**config.mk**
```make
export PLATFORM = sky130hd
export DESIGN_NAME = neuromorphic_axi_regfile_flat
export DESIGN_NICKNAME = d
export VERILOG_FILES = /design/src/rtl/neuromorphic_axi_regfile_if.sv /design/src/rtl/neuromorphic_axi_regfile.sv /design/src/flat_wrapper.sv
export SDC_FILE = /design/constraint.sdc
export NUM_CORES = 1
export LEC_CHECK = 0
export ABC_AREA = 1
export CAP_MARGIN = 0
export CORE_ASPECT_RATIO = 1.4
export CORE_MARGIN = 4
export CORE_UTILIZATION = 25
export CTS_CLUSTER_DIAMETER = 80
export CTS_CLUSTER_SIZE = 25
export DETAILED_ROUTE_END_ITERATION = 6
export DONT_BUFFER_PORTS = 1
export SKIP_LAST_GASP = 1
export SLEW_MARGIN = 20
export SYNTH_ARGS = -nofsm -noshare
export SYNTH_HDL_FRONTEND = slang
export SYNTH_SLANG_ARGS = --single-unit
```
**constraint.sdc**
```tcl
create_clock -name clk -period 16.05 [get_ports clk]
set_clock_uncertainty 0.1 [all_clocks]
set_input_delay 4.815 -clock clk [delete_from_list [all_inputs] [get_ports clk]]
set_output_delay 4.815 -clock clk [all_outputs]
set_load 0.01 [all_outputs]
```
**src/rtl/neuromorphic_axi_regfile_if.sv**
```systemverilog
// AXI4-Lite bus bundle for the neuromorphic register file.
// The master modport drives requests; the slave modport answers them.
interface neuromorphic_axi_regfile_if #(
    parameter int ADDR_WIDTH = 32,
    parameter int DATA_WIDTH = 32
);
    logic [ADDR_WIDTH-1:0]   S_AXI_AWADDR;
    logic                    S_AXI_AWVALID;
    logic                    S_AXI_AWREADY;
    logic [DATA_WIDTH-1:0]   S_AXI_WDATA;
    logic [DATA_WIDTH/8-1:0] S_AXI_WSTRB;
    logic                    S_AXI_WVALID;
    logic                    S_AXI_WREADY;
    logic [1:0]              S_AXI_BRESP;
    logic                    S_AXI_BVALID;
    logic                    S_AXI_BREADY;
    logic [ADDR_WIDTH-1:0]   S_AXI_ARADDR;
    logic                    S_AXI_ARVALID;
    logic                    S_AXI_ARREADY;
    logic [DATA_WIDTH-1:0]   S_AXI_RDATA;
    logic [1:0]              S_AXI_RRESP;
    logic                    S_AXI_RVALID;
    logic                    S_AXI_RREADY;

    modport slave (
        input  S_AXI_AWADDR, S_AXI_AWVALID, S_AXI_WDATA, S_AXI_WSTRB, S_AXI_WVALID,
               S_AXI_BREADY, S_AXI_ARADDR, S_AXI_ARVALID, S_AXI_RREADY,
        output S_AXI_AWREADY, S_AXI_WREADY, S_AXI_BRESP, S_AXI_BVALID,
               S_AXI_ARREADY, S_AXI_RDATA, S_AXI_RRESP, S_AXI_RVALID
    );

    modport master (
        output S_AXI_AWADDR, S_AXI_AWVALID, S_AXI_WDATA, S_AXI_WSTRB, S_AXI_WVALID,
               S_AXI_BREADY, S_AXI_ARADDR, S_AXI_ARVALID, S_AXI_RREADY,
        input  S_AXI_AWREADY, S_AXI_WREADY, S_AXI_BRESP, S_AXI_BVALID,
               S_AXI_ARREADY, S_AXI_RDATA, S_AXI_RRESP, S_AXI_RVALID
    );
endinterface

```
**src/rtl/neuromorphic_axi_regfile.sv**
```systemverilog
// AXI4-Lite slave with NUM_RW control registers followed by NUM_RO status registers.
// AW and W are held independently; a write commits once both are held and no response is pending.
module neuromorphic_axi_regfile #(
    parameter int ADDR_WIDTH = 32,
    parameter int DATA_WIDTH = 32,
    parameter int NUM_RW     = 4,
    parameter int NUM_RO     = 4
) (
    input  logic                         clk,
    input  logic                         rst,
    neuromorphic_axi_regfile_if.slave    s_axi,
    output logic [NUM_RW*DATA_WIDTH-1:0] o_ctrl_regs,
    output logic [NUM_RW-1:0]            o_ctrl_wr_pulse,
    input  logic [NUM_RO*DATA_WIDTH-1:0] i_status_regs,
    output logic [NUM_RO-1:0]            o_status_rd_pulse
);
    localparam int STRB_W   = DATA_WIDTH / 8;
    localparam int ADDR_LSB = $clog2(STRB_W);

    logic [DATA_WIDTH-1:0] r_ctrl [NUM_RW];
    logic                  r_awFull;
    logic                  r_wFull;
    logic [ADDR_WIDTH-1:0] r_awAddr;
    logic [DATA_WIDTH-1:0] r_wData;
    logic [STRB_W-1:0]     r_wStrb;
    logic                  r_bValid;
    logic [1:0]            r_bResp;
    logic [NUM_RW-1:0]     r_ctrlWrPulse;
    logic                  r_rValid;
    logic [1:0]            r_rResp;
    logic [DATA_WIDTH-1:0] r_rData;
    logic [NUM_RO-1:0]     r_statusRdPulse;

    logic                  w_awHs;
    logic                  w_wHs;
    logic                  w_arHs;
    logic                  w_commit;
    logic [ADDR_WIDTH-1:0] w_wrIdx;
    logic [ADDR_WIDTH-1:0] w_rdIdx;
    logic [NUM_RW-1:0]     w_wrSel;
    logic [DATA_WIDTH-1:0] w_rdData;
    logic                  w_rdErr;
    logic [NUM_RO-1:0]     w_rdPulse;

    // READY outputs are forced low while reset is held and rise as soon as it drops.
    assign s_axi.S_AXI_AWREADY = !r_awFull && !rst;
    assign s_axi.S_AXI_WREADY  = !r_wFull && !rst;
    assign s_axi.S_AXI_ARREADY = !r_rValid && !rst;
    assign s_axi.S_AXI_BVALID  = r_bValid;
    assign s_axi.S_AXI_BRESP   = r_bResp;
    assign s_axi.S_AXI_RVALID  = r_rValid;
    assign s_axi.S_AXI_RRESP   = r_rResp;
    assign s_axi.S_AXI_RDATA   = r_rData;
    assign o_ctrl_wr_pulse     = r_ctrlWrPulse;
    assign o_status_rd_pulse   = r_statusRdPulse;

    assign w_awHs   = s_axi.S_AXI_AWVALID && s_axi.S_AXI_AWREADY;
    assign w_wHs    = s_axi.S_AXI_WVALID && s_axi.S_AXI_WREADY;
    assign w_arHs   = s_axi.S_AXI_ARVALID && s_axi.S_AXI_ARREADY;
    assign w_commit = r_awFull && r_wFull && !r_bValid;
    assign w_wrIdx  = r_awAddr >> ADDR_LSB;
    assign w_rdIdx  = s_axi.S_AXI_ARADDR >> ADDR_LSB;

    for (genvar g = 0; g < NUM_RW; g++) begin : g_ctrlOut
        assign o_ctrl_regs[g*DATA_WIDTH +: DATA_WIDTH] = r_ctrl[g];
    end

    always_comb begin
        w_wrSel = '0;
        for (int i = 0; i < NUM_RW; i++) begin
            w_wrSel[i] = (w_wrIdx == ADDR_WIDTH'(i));
        end
    end

    // Status registers sit directly after the control registers in the word map.
    always_comb begin
        w_rdData  = '0;
        w_rdErr   = 1'b1;
        w_rdPulse = '0;
        for (int i = 0; i < NUM_RW; i++) begin
            if (w_rdIdx == ADDR_WIDTH'(i)) begin
                w_rdData = r_ctrl[i];
                w_rdErr  = 1'b0;
            end
        end
        for (int j = 0; j < NUM_RO; j++) begin
            if (w_rdIdx == ADDR_WIDTH'(NUM_RW + j)) begin
                w_rdData     = i_status_regs[j*DATA_WIDTH +: DATA_WIDTH];
                w_rdErr      = 1'b0;
                w_rdPulse[j] = 1'b1;
            end
        end
    end

    always_ff @(posedge clk or posedge rst) begin
        if (rst) begin
            for (int i = 0; i < NUM_RW; i++) begin
                r_ctrl[i] <= '0;
            end
            r_awFull      <= 1'b0;
            r_wFull       <= 1'b0;
            r_awAddr      <= '0;
            r_wData       <= '0;
            r_wStrb       <= '0;
            r_bValid      <= 1'b0;
            r_bResp       <= 2'b00;
            r_ctrlWrPulse <= '0;
        end else begin
            if (w_awHs) begin
                r_awAddr <= s_axi.S_AXI_AWADDR;
                r_awFull <= 1'b1;
            end
            if (w_wHs) begin
                r_wData <= s_axi.S_AXI_WDATA;
                r_wStrb <= s_axi.S_AXI_WSTRB;
                r_wFull <= 1'b1;
            end
            if (w_commit) begin
                r_awFull      <= 1'b0;
                r_wFull       <= 1'b0;
                r_bValid      <= 1'b1;
                r_bResp       <= (|w_wrSel) ? 2'b00 : 2'b10;
                r_ctrlWrPulse <= w_wrSel;
                for (int i = 0; i < NUM_RW; i++) begin
                    for (int b = 0; b < STRB_W; b++) begin
                        if (w_wrSel[i] && r_wStrb[b]) begin
                            r_ctrl[i][b*8 +: 8] <= r_wData[b*8 +: 8];
                        end
                    end
                end
            end else begin
                r_ctrlWrPulse <= '0;
                if (r_bValid && s_axi.S_AXI_BREADY) begin
                    r_bValid <= 1'b0;
                end
            end
        end
    end

    // Read data comes from r_ctrl before any same-edge commit lands, so a colliding read sees the old value.
    always_ff @(posedge clk or posedge rst) begin
        if (rst) begin
            r_rValid        <= 1'b0;
            r_rResp         <= 2'b00;
            r_rData         <= '0;
            r_statusRdPulse <= '0;
        end else begin
            r_statusRdPulse <= '0;
            if (w_arHs) begin
                r_rValid        <= 1'b1;
                r_rData         <= w_rdData;
                r_rResp         <= w_rdErr ? 2'b10 : 2'b00;
                r_statusRdPulse <= w_rdPulse;
            end else if (r_rValid && s_axi.S_AXI_RREADY) begin
                r_rValid <= 1'b0;
            end
        end
    end
endmodule

```
**src/flat_wrapper.sv**
```systemverilog
// flat-port wrapper written by rule: the top's interface ports become plain ports
module neuromorphic_axi_regfile_flat 
#(
    parameter int ADDR_WIDTH = 32,
    parameter int DATA_WIDTH = 32,
    parameter int NUM_RW     = 4,
    parameter int NUM_RO     = 4
)
  (clk, rst, o_ctrl_regs, o_ctrl_wr_pulse, i_status_regs, o_status_rd_pulse, s_axi_S_AXI_AWADDR, s_axi_S_AXI_AWVALID, s_axi_S_AXI_WDATA, s_axi_S_AXI_WSTRB, s_axi_S_AXI_WVALID, s_axi_S_AXI_BREADY, s_axi_S_AXI_ARADDR, s_axi_S_AXI_ARVALID, s_axi_S_AXI_RREADY, s_axi_S_AXI_AWREADY, s_axi_S_AXI_WREADY, s_axi_S_AXI_BRESP, s_axi_S_AXI_BVALID, s_axi_S_AXI_ARREADY, s_axi_S_AXI_RDATA, s_axi_S_AXI_RRESP, s_axi_S_AXI_RVALID);
  neuromorphic_axi_regfile_if #(.ADDR_WIDTH(ADDR_WIDTH), .DATA_WIDTH(DATA_WIDTH)) s_axi_i ();
  input  logic clk;
  input  logic rst;
  output logic [NUM_RW*DATA_WIDTH-1:0] o_ctrl_regs;
  output logic [NUM_RW-1:0] o_ctrl_wr_pulse;
  input  logic [NUM_RO*DATA_WIDTH-1:0] i_status_regs;
  output logic [NUM_RO-1:0] o_status_rd_pulse;
  input wire logic [$bits(s_axi_i.S_AXI_AWADDR)-1:0] s_axi_S_AXI_AWADDR;
  input wire logic [$bits(s_axi_i.S_AXI_AWVALID)-1:0] s_axi_S_AXI_AWVALID;
  input wire logic [$bits(s_axi_i.S_AXI_WDATA)-1:0] s_axi_S_AXI_WDATA;
  input wire logic [$bits(s_axi_i.S_AXI_WSTRB)-1:0] s_axi_S_AXI_WSTRB;
  input wire logic [$bits(s_axi_i.S_AXI_WVALID)-1:0] s_axi_S_AXI_WVALID;
  input wire logic [$bits(s_axi_i.S_AXI_BREADY)-1:0] s_axi_S_AXI_BREADY;
  input wire logic [$bits(s_axi_i.S_AXI_ARADDR)-1:0] s_axi_S_AXI_ARADDR;
  input wire logic [$bits(s_axi_i.S_AXI_ARVALID)-1:0] s_axi_S_AXI_ARVALID;
  input wire logic [$bits(s_axi_i.S_AXI_RREADY)-1:0] s_axi_S_AXI_RREADY;
  output wire logic [$bits(s_axi_i.S_AXI_AWREADY)-1:0] s_axi_S_AXI_AWREADY;
  output wire logic [$bits(s_axi_i.S_AXI_WREADY)-1:0] s_axi_S_AXI_WREADY;
  output wire logic [$bits(s_axi_i.S_AXI_BRESP)-1:0] s_axi_S_AXI_BRESP;
  output wire logic [$bits(s_axi_i.S_AXI_BVALID)-1:0] s_axi_S_AXI_BVALID;
  output wire logic [$bits(s_axi_i.S_AXI_ARREADY)-1:0] s_axi_S_AXI_ARREADY;
  output wire logic [$bits(s_axi_i.S_AXI_RDATA)-1:0] s_axi_S_AXI_RDATA;
  output wire logic [$bits(s_axi_i.S_AXI_RRESP)-1:0] s_axi_S_AXI_RRESP;
  output wire logic [$bits(s_axi_i.S_AXI_RVALID)-1:0] s_axi_S_AXI_RVALID;
  assign s_axi_i.S_AXI_AWADDR = s_axi_S_AXI_AWADDR;
  assign s_axi_i.S_AXI_AWVALID = s_axi_S_AXI_AWVALID;
  assign s_axi_i.S_AXI_WDATA = s_axi_S_AXI_WDATA;
  assign s_axi_i.S_AXI_WSTRB = s_axi_S_AXI_WSTRB;
  assign s_axi_i.S_AXI_WVALID = s_axi_S_AXI_WVALID;
  assign s_axi_i.S_AXI_BREADY = s_axi_S_AXI_BREADY;
  assign s_axi_i.S_AXI_ARADDR = s_axi_S_AXI_ARADDR;
  assign s_axi_i.S_AXI_ARVALID = s_axi_S_AXI_ARVALID;
  assign s_axi_i.S_AXI_RREADY = s_axi_S_AXI_RREADY;
  assign s_axi_S_AXI_AWREADY = s_axi_i.S_AXI_AWREADY;
  assign s_axi_S_AXI_WREADY = s_axi_i.S_AXI_WREADY;
  assign s_axi_S_AXI_BRESP = s_axi_i.S_AXI_BRESP;
  assign s_axi_S_AXI_BVALID = s_axi_i.S_AXI_BVALID;
  assign s_axi_S_AXI_ARREADY = s_axi_i.S_AXI_ARREADY;
  assign s_axi_S_AXI_RDATA = s_axi_i.S_AXI_RDATA;
  assign s_axi_S_AXI_RRESP = s_axi_i.S_AXI_RRESP;
  assign s_axi_S_AXI_RVALID = s_axi_i.S_AXI_RVALID;
  neuromorphic_axi_regfile #(.ADDR_WIDTH(ADDR_WIDTH), .DATA_WIDTH(DATA_WIDTH), .NUM_RW(NUM_RW), .NUM_RO(NUM_RO)) u_core (.clk(clk), .rst(rst), .s_axi(s_axi_i), .o_ctrl_regs(o_ctrl_regs), .o_ctrl_wr_pulse(o_ctrl_wr_pulse), .i_status_regs(i_status_regs), .o_status_rd_pulse(o_status_rd_pulse));
endmodule
```
==> impl_metrics.tcl, run 1 <==
set metrics [dict create \
    outcome "finished, final reports clean" \
    gp_congestion 0.964 \
    finalCritPeriodShare_pct 62.1 \
    first_iter_violations 800 \
    crit_buf_inv 0 \
    rsz0062_at_grt "no" \
    startpoint_type "input port" \
    via_per_inst 4.98 \
    layout.nets 1576 \
    dp_hpwl_um 32400 \
    cts_tree "yes" \
    grt.met1_usage_pct 18.7 \
    firstDrtPassIters 6 \
    fin_crit_ns 9.97 \
    dieArea_um2 50400 \
    maxCapViolCount 0 \
    synth.ff_latch_count 240 \
    cts_made_buffers 17 \
    cts.sinks 240 \
    met2_usage_pct 27.7 \
    post_cts_buffers 0 \
    finalSetupViolCount 0 \
    rows 93 \
    postCtsHoldBufs 0 \
    critical_path_class "in -> out" \
    fp.dieW_um 191 \
    hold_path.class "reg -> reg" \
    seq_area_um2 6010 \
    initial_core_util_pct 25.3 \
    placedCellCount 1939 \
    area_growth_pct 9.16 \
    synth.distinct_cells 34 \
    drv_slew 0 \
    synthCells 1386 \
    grt_pass1_wl_um 62300 \
    fmax_mhz 100 \
    met3_usage_pct 5.05 \
    clk_pin_slew_ns 0.09 \
    cp.arrival_ns 5.06 \
    ys_seq_area_share_pct 51.3 \
    num_io_pins 412 \
    worstPathCellList "nor2_1" \
    critPathCaptureType "primary output" \
    grt_max_degree 113 \
    critPathTopFamily "simple AND/OR/NAND/NOR gates" \
    instances_no_fill 1972 \
    critPathSlowestCell "nor2_1" \
    whs_ns 0.408 \
    slew_headroom_pct 27.4 \
    globalRoute.totalOverflow 0 \
    wl_um 42600 \
    antenna_found_initial 8 \
    root_buffer "clkbuf_16" \
    peakVddDrop_uv 121 \
    wl_per_cell_um 21.6 \
    die_h_um 264 \
    io_buffers 0 \
    drt.antenna.violating_nets 0 \
    synth_top_area_cell "dfrtp_1" \
    p_leak_nw 5.87 \
    yosys.area.top_type_share_pct 51.3 \
    drive_above_1_share_pct 11.6 \
    core_um2 46200 \
    cts_resized 0 \
    max_stage_delay_ns 0.24 \
    multi_input_area_um2 4910 \
    drc 0 \
    grt_pass1_vias 9530 \
    final_hold_viol_count 0 \
    required_ns 11.13 \
    postSynthAreaPerCell_um2 8.44 \
    tns_ns 0 \
    worstMarginPinSlew_ns 1.09 \
    fillers 4944 \
    grt-busiest-layer "met2" \
    syn_area_um2 11700 \
    final_core_util_pct 27.6 \
    grt_usage_pct 16.1 \
    p_per_area_nw_per_um2 113 \
    ys_warn_count 0 \
    vias 9811 \
    worst-path-max-fanout 4 \
    ys_top_cells_by_area "dfrtp_1 (51%), nand2_1 (11%), nand3_1 (5.9%)" \
    htreeDepth 1 \
    insertion_delay_ns 0.54 \
    clockBufferDepth 3 \
]
## layout by cell type (no fill, tap or decap), types with 5 or more instances in the layout
cell and n:
a21oi_1 47, buf_4 10, clkbuf_16 17, dfrtp_1 240
inv_1 98, mux2_2 24, nand2_1 351, nand3_1 137
nand3_2 16, nand4_1 67, nor2_1 158, nor2_4 6
nor3_1 6, nor3_4 5, o21ai_1 74, o21ai_2 54
## kinds of logic after synthesis
logic type	Yosys count	share of synthesized area, %
simple gates	762	29.4
flops	240	51.3
compound gates	182	9.63
buf+inv	177	7.28
mux	24	2.31
other cells	1	0.0321
## cells in the mapped netlist
master      n
nor2_2      2
nor3_4      4
o21bai_1    1
nor2_1    162
nand3_2    16
nor3_1      7
nor3_2      3
inv_1      99
nand3b_1    1
buf_6      16
buf_4      11
inv_2       2
nor4_2      1
and2_1      2
nor4_1      3
nand4_2     1
conb_1      1
nand2_1   352
buf_2      21
a21oi_1    47
buf_1       7
nor2_4      1
dfrtp_1   240
clkbuf_1   21
o21ai_1    74
mux2_2     24
nand4_1    67
nand2_2     2
o211ai_1    1
o21ai_2    54
a22oi_1     3
nor4b_2     1
nand3_1   137
o21ai_0     2
## through the flow
step           setup WS, ns  area [um2]  total power, mW
3_5_place_dp           6.08       12200            0.988
4_1_cts                6.08       12800             1.48
2_1_floorplan          4.55       11700            0.923
6_report               6.08       12800             1.45
3_3_place_gp           6.08       12200            0.974
5_1_grt                6.07       12800             1.54
## registers in the layout, indices dropped and copies added, names as in the netlist
name,flops
u_core.r_wData,32
u_core.o_ctrl_regs,128
u_core.o_status_rd_pulse,4
u_core.r_awFull,1
u_core.r_wFull,1
u_core.s_axi.S_AXI_BRESP,1
u_core.r_wStrb,4
u_core.s_axi.S_AXI_RRESP,1
u_core.s_axi.S_AXI_BVALID,1
u_core.r_awAddr,30
u_core.s_axi.S_AXI_RDATA,32
u_core.s_axi.S_AXI_RVALID,1
u_core.o_ctrl_wr_pulse,4
## per-layer routing
metal  share of wire (%)  routed length, um  vias up
met5               0.049                 21        -
met4                 4.0               1710        4
met3                 9.9               4240      109
met2                  49              20900      515
met1                  37              15700     4706
li1                    -                  -     4477
## layout make-up
| type | count | share of cell area, % |
|---|---|---|
| inverter | 101 | 3.03 |
| timing repair buffer | 11 | 0.676 |
| sequential | 240 | 47.0 |
| clock inverter | 10 | 1.31 |
| clock buffer | 19 | 3.39 |
| tap | 617 | 6.05 |
| multi-input combinational | 970 | 38.4 |
| antenna | 4 | 0.0784 |
## worst reg2reg max path: cells and delay by family, from the launching register on
family | cells | cell delay, ns
buffers and inverters | 2 | 1.13
AND/OR/NAND/NOR | 6 | 0.87
flip-flops | 1 | 0.43
## power by group
part | internal [mW] | switching [mW]
sequential | 0.692 | 0.0466
clock | 0.227 | 0.250
combinational | 0.0658 | 0.165
total | 0.985 | 0.462
## path summary, 6_finish.rpt
path | startpoint | end | slack, ns | cells past startpoint
max reg2reg | u_core.s_axi.S_AXI_RVALID | u_core.s_axi.S_AXI_RDATA[0] | 13.46 | 8
max in group asynchronous | rst | u_core.o_ctrl_regs[67] | 10.41 | 2
min in group asynchronous | rst | u_core.s_axi.S_AXI_RDATA[8] | 4.22 | 1
min | u_core.r_awAddr[2] | u_core.o_ctrl_wr_pulse[0] | 0.41 | 1
min reg2reg | u_core.r_awAddr[2] | u_core.o_ctrl_wr_pulse[0] | 0.41 | 1
max | rst | s_axi_S_AXI_WREADY | 6.08 | 1
(Power assumes the default switching activity.)
==> inputs of run 2 (changes only) <==
Clock period 16.05 ns to 10.1 ns, I/O delays scaled along.
==> impl_metrics.tcl, run 2 (synthesis results as in run 1) <==
set metrics [dict create \
    outcome "finished, final reports clean" \
    crit_buf_inv 0 \
    final_hold_viol_count 0 \
    instances_no_fill 1975 \
    drc 0 \
    layout.nets 1577 \
    wl_per_cell_um 21.6 \
    fillers 4981 \
    critPathCaptureType "primary output" \
    cts_tree "yes" \
    startpoint_type "input port" \
    met2_usage_pct 26.8 \
    first_iter_violations 696 \
    cp.arrival_ns 3.27 \
    ff2ff_setup_slack_ns 7.36 \
    power.total_mw 2.37 \
    wl_um 42700 \
    rows 93 \
    worstMarginPinSlew_ns 1.04 \
    holdCritStartpoint "u_core.r_awAddr[2]" \
    reg2reg_depth 8 \
    tns_ns 0 \
    htreeDepth 1 \
    postCtsHoldBufs 0 \
    rsz0062_at_grt "no" \
    via_per_inst 4.88 \
    critical_path_class "in -> out" \
    finalSetupViolCount 0 \
    grt-busiest-layer "met2" \
    clockBufferDepth 3 \
    fmax_mhz 156 \
    initial_core_util_pct 25.3 \
    p_leak_nw 5.91 \
    largest_register_ffs 128 \
    placedCellCount 1939 \
    area_growth_pct 9.86 \
    grt.met1_usage_pct 19.3 \
    globalRoute.totalOverflow 0 \
    required_ns 6.97 \
    grt_pass1_wl_um 62500 \
    critPathTopFamily "simple AND/OR/NAND/NOR gates" \
    die_h_um 264 \
    max_stage_delay_ns 0.24 \
    mostFrequentLayoutCells "nand2_1 (351), dfrtp_1 (240), nor2_1 (158)" \
    root_buffer "clkbuf_16" \
    final_common_cell "nand2_1" \
    setup_ws_ns 3.70 \
    critPathSlowestCell "nor2_1" \
    peakVddDrop_uv 165 \
    seq_area_um2 6010 \
    finalCritPeriodShare_pct 63.4 \
    worstPathCellList "nor2_1" \
    core_um2 46200 \
    dieArea_um2 50400 \
    met3_usage_pct 5.25 \
    antenna_found_initial 9 \
    drt.antenna.violating_nets 0 \
    fin_crit_ns 6.40 \
    cts.sinks 240 \
    p_per_area_nw_per_um2 185 \
    whs_ns 0.405 \
    clk_pin_slew_ns 0.10 \
    io_buffers 0 \
    maxCapViolCount 0 \
    fp.dieW_um 191 \
    grt_usage_pct 16.2 \
    vias 9641 \
    slew_headroom_pct 30.4 \
    min_path_cells 1 \
    grt_pass1_vias 9473 \
    dp_hpwl_um 32300 \
    cts_resized 0 \
    drv_slew 0 \
    num_io_pins 412 \
    drive_above_1_share_pct 11.9 \
    hold_end "u_core.o_ctrl_wr_pulse[2]" \
    multi_input_area_um2 4910 \
    firstDrtPassIters 5 \
    hold_path.class "reg -> reg" \
    r2r-end "u_core.s_axi.S_AXI_RDATA[0]" \
    dp_slack_ns 3.69 \
    cts_made_buffers 18 \
    grt_max_degree 93 \
    post_cts_buffers 0 \
    gp_congestion 0.963 \
    r2r_start "u_core.s_axi.S_AXI_RVALID" \
    worst-path-max-fanout 4 \
    insertion_delay_ns 0.52 \
]
==> run 2: changes by cell type in the layout (fill, tap and decap cells not counted) <==
cell / delta
inv_6: -2
inv_16: +1
clkbuf_8: +1
inv_12: +1
diode_2: +1
inv_1: -1
clkbuf_16: +2
clkinv_1: +1
clkinvlp_4: +1
clkinv_8: -1
inv_8: +2
clkbuf_1: -2
clkinv_4: -1
==> run 2: power breakdown <==
group	internal, mW	leakage (nW)	switching (mW)	total, mW
sequential	1.10	3.16	0.0735	1.17
combinational	0.105	2.42	0.264	0.368
clock	0.408	0.324	0.422	0.830
total	1.61	5.91	0.759	2.37
==> run 2: layout make-up <==
cell class                 instances  share of cell area, %
timing repair buffer              11                  0.672
antenna                            5                 0.0974
clock inverter                    11                   1.49
sequential                       240                   46.7
multi-input combinational        970                   38.2
tap                              617                   6.01
clock buffer                      20                   3.81
inverter                         101                   3.01
==> run 2: per-layer routing <==
layer	routed length, um	share of wire, %
met1	16100	38
met2	20700	49
met3	4080	9.6
met4	1710	4.0
met5	34	0.080
==> run 2: worst max path at each step <==
stage,startpoint,to,slack [ns],cells past startpoint
after floorplan,rst,u_core.o_ctrl_regs[0],0.38,1
after global placement,rst,s_axi_S_AXI_WREADY,3.70,1
after detailed placement,rst,s_axi_S_AXI_WREADY,3.69,1
after CTS,rst,s_axi_S_AXI_WREADY,3.69,1
after global routing,rst,s_axi_S_AXI_AWREADY,3.68,1
final,rst,s_axi_S_AXI_WREADY,3.70,1
==> run 2: per-stage QoR <==
stage               cell area, um2  util [%]
finish                       12900      27.8
global route                 12800      27.8
CTS                          12800      27.8
detailed placement           12200      26.3
global placement             12200      26.3
floorplan                    11700         -
